File: src/rtl/show_cmd_sequencer.sv
// Command sequencer for the rect/ASCII overlay stage: buffers draw commands in a
// small FIFO and holds each one on the overlay parameter inputs for its exact dwell.
module show_cmd_sequencer #(
   parameter int A_W        = 8,
   parameter int L_W        = 8,
   parameter int FIFO_DEPTH = 4,
   parameter int PIPE_PAD   = 4
) (
   input  logic           sys_clk,
   input  logic           sys_rst_n,
   input  logic           cmd_valid,
   output logic           cmd_ready,
   input  logic [A_W-1:0] cmd_ascii,
   input  logic [2:0]     cmd_color,
   input  logic [L_W-1:0] cmd_x1,
   input  logic [L_W-1:0] cmd_y1,
   input  logic [L_W-1:0] cmd_x2,
   input  logic [L_W-1:0] cmd_y2,
   output logic [A_W-1:0] o_ascii,
   output logic [2:0]     o_color,
   output logic [L_W-1:0] o_x,
   output logic [L_W-1:0] o_y,
   output logic [L_W-1:0] o_x1,
   output logic [L_W-1:0] o_y1,
   output logic [L_W-1:0] o_x2,
   output logic [L_W-1:0] o_y2,
   output logic [L_W-1:0] o_ys,
   output logic [L_W-1:0] o_ye,
   output logic           o_busy,
   output logic           o_err
);

   localparam int CMD_W = A_W + 3 + 4*L_W;
   localparam int PTR_W = $clog2(FIFO_DEPTH);
   localparam int CNT_W = PTR_W + 1;
   localparam int DW_W  = 17;

   localparam logic [A_W-1:0] OP_CLEAR   = A_W'(0);
   localparam logic [A_W-1:0] OP_RECT    = A_W'(1);
   localparam logic [A_W-1:0] OP_NOOP    = A_W'(32);
   localparam logic [A_W-1:0] PARK_ASCII = A_W'(1);

   typedef enum logic [1:0] {
      IDLE  = 2'd0,
      CALC  = 2'd1,
      ISSUE = 2'd2
   } state_t;

   state_t r_state;
   state_t w_stateNext;

   logic [CMD_W-1:0] r_fifoMem [FIFO_DEPTH];
   logic [PTR_W-1:0] r_wrPtr;
   logic [PTR_W-1:0] r_rdPtr;
   logic [CNT_W-1:0] r_count;
   logic             w_full;
   logic             w_empty;
   logic             w_push;
   logic             w_pop;

   logic [A_W-1:0] w_headAscii;
   logic [2:0]     w_headColor;
   logic [L_W-1:0] w_headX1;
   logic [L_W-1:0] w_headY1;
   logic [L_W-1:0] w_headX2;
   logic [L_W-1:0] w_headY2;

   logic [A_W-1:0] r_cmdAscii;
   logic [2:0]     r_cmdColor;
   logic [L_W-1:0] r_cmdX1;
   logic [L_W-1:0] r_cmdY1;
   logic [L_W-1:0] r_cmdX2;
   logic [L_W-1:0] r_cmdY2;

   logic           w_isClear;
   logic           w_isRect;
   logic           w_isNoop;
   logic           w_isGlyph;
   logic [L_W-1:0] w_dx;
   logic [L_W-1:0] w_dy;
   logic [DW_W-1:0] w_dwell;
   logic           w_legal;
   logic           w_load;
   logic           w_park;
   logic           w_errSet;

   logic [DW_W-1:0] r_dwellCnt;
   logic [A_W-1:0]  r_outAscii;
   logic [2:0]      r_outColor;
   logic [L_W-1:0]  r_outX;
   logic [L_W-1:0]  r_outY;
   logic [L_W-1:0]  r_outX1;
   logic [L_W-1:0]  r_outY1;
   logic [L_W-1:0]  r_outX2;
   logic [L_W-1:0]  r_outY2;
   logic [L_W-1:0]  r_outYs;
   logic [L_W-1:0]  r_outYe;
   logic            r_err;

   assign w_full    = (r_count == CNT_W'(FIFO_DEPTH));
   assign w_empty   = (r_count == '0);
   assign cmd_ready = !w_full;
   assign w_push    = cmd_valid && !w_full;

   // Storage has no reset; only the pointers and count define what is valid.
   always_ff @(posedge sys_clk) begin
      if (w_push) begin
         r_fifoMem[r_wrPtr] <= {cmd_ascii, cmd_color, cmd_x1, cmd_y1, cmd_x2, cmd_y2};
      end
   end

   always_ff @(posedge sys_clk or negedge sys_rst_n) begin
      if (!sys_rst_n) begin
         r_wrPtr <= '0;
         r_rdPtr <= '0;
         r_count <= '0;
      end else begin
         if (w_push) begin
            r_wrPtr <= r_wrPtr + PTR_W'(1);
         end
         if (w_pop) begin
            r_rdPtr <= r_rdPtr + PTR_W'(1);
         end
         case ({w_push, w_pop})
            2'b10:   r_count <= r_count + CNT_W'(1);
            2'b01:   r_count <= r_count - CNT_W'(1);
            default: r_count <= r_count;
         endcase
      end
   end

   assign {w_headAscii, w_headColor, w_headX1, w_headY1, w_headX2, w_headY2} = r_fifoMem[r_rdPtr];

   assign w_isClear = (r_cmdAscii == OP_CLEAR);
   assign w_isRect  = (r_cmdAscii == OP_RECT);
   assign w_isNoop  = (r_cmdAscii == OP_NOOP);
   assign w_isGlyph = !w_isClear && !w_isRect && !w_isNoop;
   assign w_dx      = r_cmdX2 - r_cmdX1;
   assign w_dy      = r_cmdY2 - r_cmdY1;

   // Differences are only meaningful once the ordering check has passed.
   always_comb begin
      w_legal = 1'b1;
      w_dwell = DW_W'(1);
      if (w_isClear) begin
         w_legal = (r_cmdY2 >= r_cmdY1);
         w_dwell = ((DW_W'(w_dy) + DW_W'(1)) << 8) + DW_W'(PIPE_PAD);
      end else if (w_isRect) begin
         w_legal = (r_cmdX2 >= r_cmdX1) && (r_cmdY2 >= r_cmdY1);
         w_dwell = ((DW_W'(w_dx) + DW_W'(w_dy)) << 1) + DW_W'(PIPE_PAD);
      end else if (w_isGlyph) begin
         w_dwell = DW_W'(128 + PIPE_PAD);
      end
   end

   always_ff @(posedge sys_clk or negedge sys_rst_n) begin
      if (!sys_rst_n) begin
         r_state <= IDLE;
      end else begin
         r_state <= w_stateNext;
      end
   end

   always_comb begin
      w_stateNext = r_state;
      w_pop       = 1'b0;
      w_load      = 1'b0;
      w_park      = 1'b0;
      w_errSet    = 1'b0;
      case (r_state)
         IDLE: begin
            if (!w_empty) begin
               w_pop       = 1'b1;
               w_stateNext = CALC;
            end
         end
         CALC: begin
            if (w_legal) begin
               w_load      = 1'b1;
               w_stateNext = ISSUE;
            end else begin
               w_errSet    = 1'b1;
               w_stateNext = IDLE;
            end
         end
         ISSUE: begin
            if (r_dwellCnt == '0) begin
               w_park = 1'b1;
               if (!w_empty) begin
                  w_pop       = 1'b1;
                  w_stateNext = CALC;
               end else begin
                  w_stateNext = IDLE;
               end
            end
         end
         default: begin
            w_stateNext = IDLE;
         end
      endcase
   end

   // All overlay fields switch together on the CALC->ISSUE and ISSUE->park edges.
   always_ff @(posedge sys_clk or negedge sys_rst_n) begin
      if (!sys_rst_n) begin
         r_cmdAscii <= '0;
         r_cmdColor <= '0;
         r_cmdX1    <= '0;
         r_cmdY1    <= '0;
         r_cmdX2    <= '0;
         r_cmdY2    <= '0;
         r_dwellCnt <= '0;
         r_outAscii <= PARK_ASCII;
         r_outColor <= '0;
         r_outX     <= '0;
         r_outY     <= '0;
         r_outX1    <= '0;
         r_outY1    <= '0;
         r_outX2    <= '0;
         r_outY2    <= '0;
         r_outYs    <= '0;
         r_outYe    <= '0;
         r_err      <= 1'b0;
      end else begin
         r_err <= w_errSet;
         if (w_pop) begin
            r_cmdAscii <= w_headAscii;
            r_cmdColor <= w_headColor;
            r_cmdX1    <= w_headX1;
            r_cmdY1    <= w_headY1;
            r_cmdX2    <= w_headX2;
            r_cmdY2    <= w_headY2;
         end
         if (w_load) begin
            r_dwellCnt <= w_dwell - DW_W'(1);
            r_outAscii <= r_cmdAscii;
            r_outColor <= r_cmdColor;
            r_outX     <= w_isGlyph ? r_cmdX1 : '0;
            r_outY     <= w_isGlyph ? r_cmdY1 : '0;
            r_outX1    <= w_isRect  ? r_cmdX1 : '0;
            r_outY1    <= w_isRect  ? r_cmdY1 : '0;
            r_outX2    <= w_isRect  ? r_cmdX2 : '0;
            r_outY2    <= w_isRect  ? r_cmdY2 : '0;
            r_outYs    <= w_isClear ? r_cmdY1 : '0;
            r_outYe    <= w_isClear ? r_cmdY2 : '0;
         end else begin
            if (r_dwellCnt != '0) begin
               r_dwellCnt <= r_dwellCnt - DW_W'(1);
            end
            if (w_park) begin
               r_outAscii <= PARK_ASCII;
               r_outX     <= '0;
               r_outY     <= '0;
               r_outX1    <= '0;
               r_outY1    <= '0;
               r_outX2    <= '0;
               r_outY2    <= '0;
               r_outYs    <= '0;
               r_outYe    <= '0;
            end
         end
      end
   end

   assign o_ascii = r_outAscii;
   assign o_color = r_outColor;
   assign o_x     = r_outX;
   assign o_y     = r_outY;
   assign o_x1    = r_outX1;
   assign o_y1    = r_outY1;
   assign o_x2    = r_outX2;
   assign o_y2    = r_outY2;
   assign o_ys    = r_outYs;
   assign o_ye    = r_outYe;
   assign o_err   = r_err;
   assign o_busy  = (r_state != IDLE) || !w_empty;

endmodule

File: config.mk
export PLATFORM = sky130hd
export DESIGN_NAME = show_cmd_sequencer
export DESIGN_NICKNAME = d
export VERILOG_FILES = /design/src/rtl/show_cmd_sequencer.sv
export SDC_FILE = /design/constraint.sdc
export NUM_CORES = 1
export LEC_CHECK = 0
export CAP_MARGIN = 15
export CORE_AREA = 4 4 192 194
export CTS_CLUSTER_SIZE = 25
export DETAILED_ROUTE_END_ITERATION = 7
export DIE_AREA = 0 0 196 198
export GPL_ROUTABILITY_DRIVEN = 0
export PLACE_DENSITY = 0.6
export SYNTH_ARGS = -nofsm -noshare
export SYNTH_HDL_FRONTEND = slang
export SYNTH_SLANG_ARGS = --single-unit
File: constraint.sdc
create_clock -name sys_clk -period 6.6 [get_ports sys_clk]
set_input_delay 1.32 -clock sys_clk [delete_from_list [all_inputs] [get_ports sys_clk]]
set_output_delay 1.32 -clock sys_clk [all_outputs]
set_load 0.005 [all_outputs]
==> impl_metrics.yaml <==
status:
  status: "complete, no violations"
final_layout:
  final_util_pct: 46.6
  layout_commonest_cell: "edfxtp_1"
  area_growth_syn_to_layout_pct: 20.9
  antenna_cells: 0
  final_cell_mix: "172 x edfxtp_1, 142 x dfrtp_1, 122 x clkdlybuf4s50_1"
  finalInstanceArea_mm2: 0.0164
  final_nets: 1123
  fillers: 3122
  drive_above_1_share_pct: 16.5
yosys:
  synth_ff_type: "edfxtp_1"
  synth.top_cell.area_share_pct: 38.1
  syn-cell-area_mm2: 0.0136
  synth.distinct_cells: 73
  synth_edf_count: 172
  synthesis.nets: 991
  synth-seq-cells: 317
  syn_inst: 909
  yosysWarningCount: 0
  avgSynthCellArea_um2: 14.9
  synth_area_leaders: "edfxtp_1 38%, dfrtp_1 27%, mux4_2 7.1%"
  post-synth-top-area-cell: "edfxtp_1"
  yosysSeqAreaShare_pct: 64.8
  ys_async_sr_fraction_pct: 45.7
clock_tree:
  cts_tree: "done"
  cts_buffers: 31
  post_cts_resized: 0
  cts_root_buf: "clkbuf_16"
  htreeDepth: 1
  clk_latency_ns: 0.57
  clk_pin_slew_ns: 0.07
  clock_sinks: 317
  cts_hold_buf: 0
  clockBufferDepth: 3
  cts_setup_buffers: 0
routing:
  ant_nets: 0
  drcViolationCount: 0
  routed_via_density: 5.35
  wl_per_cell_um: 21.6
  first_iter_violations: 520
  firstDrtPassIters: 8
  num_vias: 8174
  routed_wl_um: 33000
global_route:
  grt.total_usage_pct: 16.8
  grt_pass1_vias: 8337
  grt_pass1_wl_um: 50700
  antenna_found_initial: 0
  grt_remaining_overflow: 0
  grt_max_degree: 80
floorplan:
  die_h_um: 198
  fp.dieArea_mm2: 0.0388
  rows: 69
  initial_utilization_pct: 38.5
  die_x_um: 196
  core_region_area_mm2: 0.0352
  io_pins: 124
critical_path:
  cp-end-kind: "flop"
  crit_fanout: 7
  r2r_slack_ns: 1.35
  start_kind: "flop"
  required_ns: 7.05
  worstSetupPathType: "reg2reg"
  cp.arrival_ns: 5.69
timing:
  fmax_mhz: 191
  grt_setup_unrepaired: "no"
  fin_skew_ns: 0.0148
  min_period_ns: 5.25
  holdWs_ns: 0.466
  worst_pin_slew_ns: 1.15
  hold_viol: 0
  max-slew-margin-rel_pct: 23.2
  setup_viol: 0
  setup_tns_ns: 0
  slew_viol_final: 0
  min_period_over_period_pct: 79.5
placed_design:
  hpwl_um: 21400
  place_area_mm2: 0.0154
  io_buffers: 123
hold_path:
  min_path_type: "reg2reg"
run:
  maxCapViolCount: 0
## metal layers
| metal | wire (um) | vias to the layer above | global-route usage, % |
|---|---|---|---|
| met4 | 644 | 0 | 3.67 |
| met3 | 1250 | 46 | 2.40 |
| met1 | 14700 | 4204 | 23.4 |
| met2 | 16400 | 181 | 28.4 |
| met5 | 0 | - | 0 |
| li1 | - | 3743 | - |
## through the flow
step / std cells / setup slack [ns]
floorplan: 909 / 2.03
global placement: 1469 / 1.56
detailed placement: 1469 / 1.41
CTS: 1527 / 1.41
global route: 1527 / 1.05
finish: 1527 / 1.35
## logic make-up (layout without fill, tap and decap cells)
| family | after synthesis | in the layout | share of synthesized area (%) |
|---|---|---|---|
| flip-flops | 317 | 317 | 64.8 |
| AND/OR/NAND/NOR | 187 | 187 | 7.08 |
| AO/OA/AOI/OAI | 176 | 176 | 9.19 |
| multiplexers | 93 | 93 | 11.3 |
| buffers and inverters | 71 | 228 | 2.03 |
| adder cells (fa/ha/maj) | 36 | 36 | 3.54 |
| XOR/XNOR | 29 | 29 | 2.08 |
## worst paths after layout
check | from | end | depth (start not counted)
min reg2reg | o_ascii[0] | o_ascii[0] | 2
min | o_ascii[0] | o_ascii[0] | 2
min in group asynchronous | sys_rst_n | r_cmdAscii[3] | 1
max in group asynchronous | sys_rst_n | o_ys[0] | 2
max | r_cmdY1[2] | r_dwellCnt[13] | 15
max reg2reg | r_cmdY1[2] | r_dwellCnt[13] | 15
## flip-flops by register name (all words and copies together), names as in the netlist, 8 cells and up
register    count
o_x             8
r_cmdAscii      8
o_y             8
o_ys            8
o_ye            8
r_dwellCnt     17
o_x1            8
o_y2            8
o_ascii         8
r_cmdY1         8
r_fifoMem     172
o_x2            8
r_cmdX2         8
o_y1            8
r_cmdX1         8
r_cmdY2         8
## critical path: stages (launching register included)
cell      delay, ns
dfrtp_1        0.37
inv_1          0.08
ha_1           0.25
or2_2          0.34
o21a_1         0.19
o311ai_0       0.83
ha_1           0.41
and3_1         0.18
a221oi_1       0.42
xnor2_1        0.25
nor4bb_1       0.38
and3_1         0.21
o31a_1         0.24
nand3_1        0.23
or3_1          0.44
mux2_4         0.30
## synth_stat cells, types with 3 or more instances
master,number
fa_1,4
or2_2,5
a211o_1,4
xnor2_1,14
or3_1,7
ha_1,32
a31oi_1,4
mux2_2,45
nand3_1,12
nor2b_1,5
nand4_1,9
mux4_2,43
mux2i_1,3
or4_1,3
nand2_1,60
o21bai_1,4
nor3_1,12
and2_1,5
a21o_1,10
nor3b_1,3
edfxtp_1,172
nand2b_1,5
o21a_1,6
clkbuf_1,28
inv_1,34
buf_1,7
a22oi_1,5
nor2_1,34
xor2_1,13
and3_1,11
nor4_1,5
o21ai_0,43
dfrtp_1,144
a22o_1,48
a21oi_1,24
## area by class of cell
class                      count  area (um2)  share of cell area (%)
sequential                   317        8800                    53.6
tap                          461         577                    3.52
multi-input combinational    521        4530                    27.6
inverter                      34         128                   0.778
clock inverter                17         173                    1.05
timing repair buffer         136        1330                    8.11
clock buffer                  41         865                    5.27
Power is not shown: default switching activity piles up to over one toggle a cycle in this logic, so the estimate is an artifact.
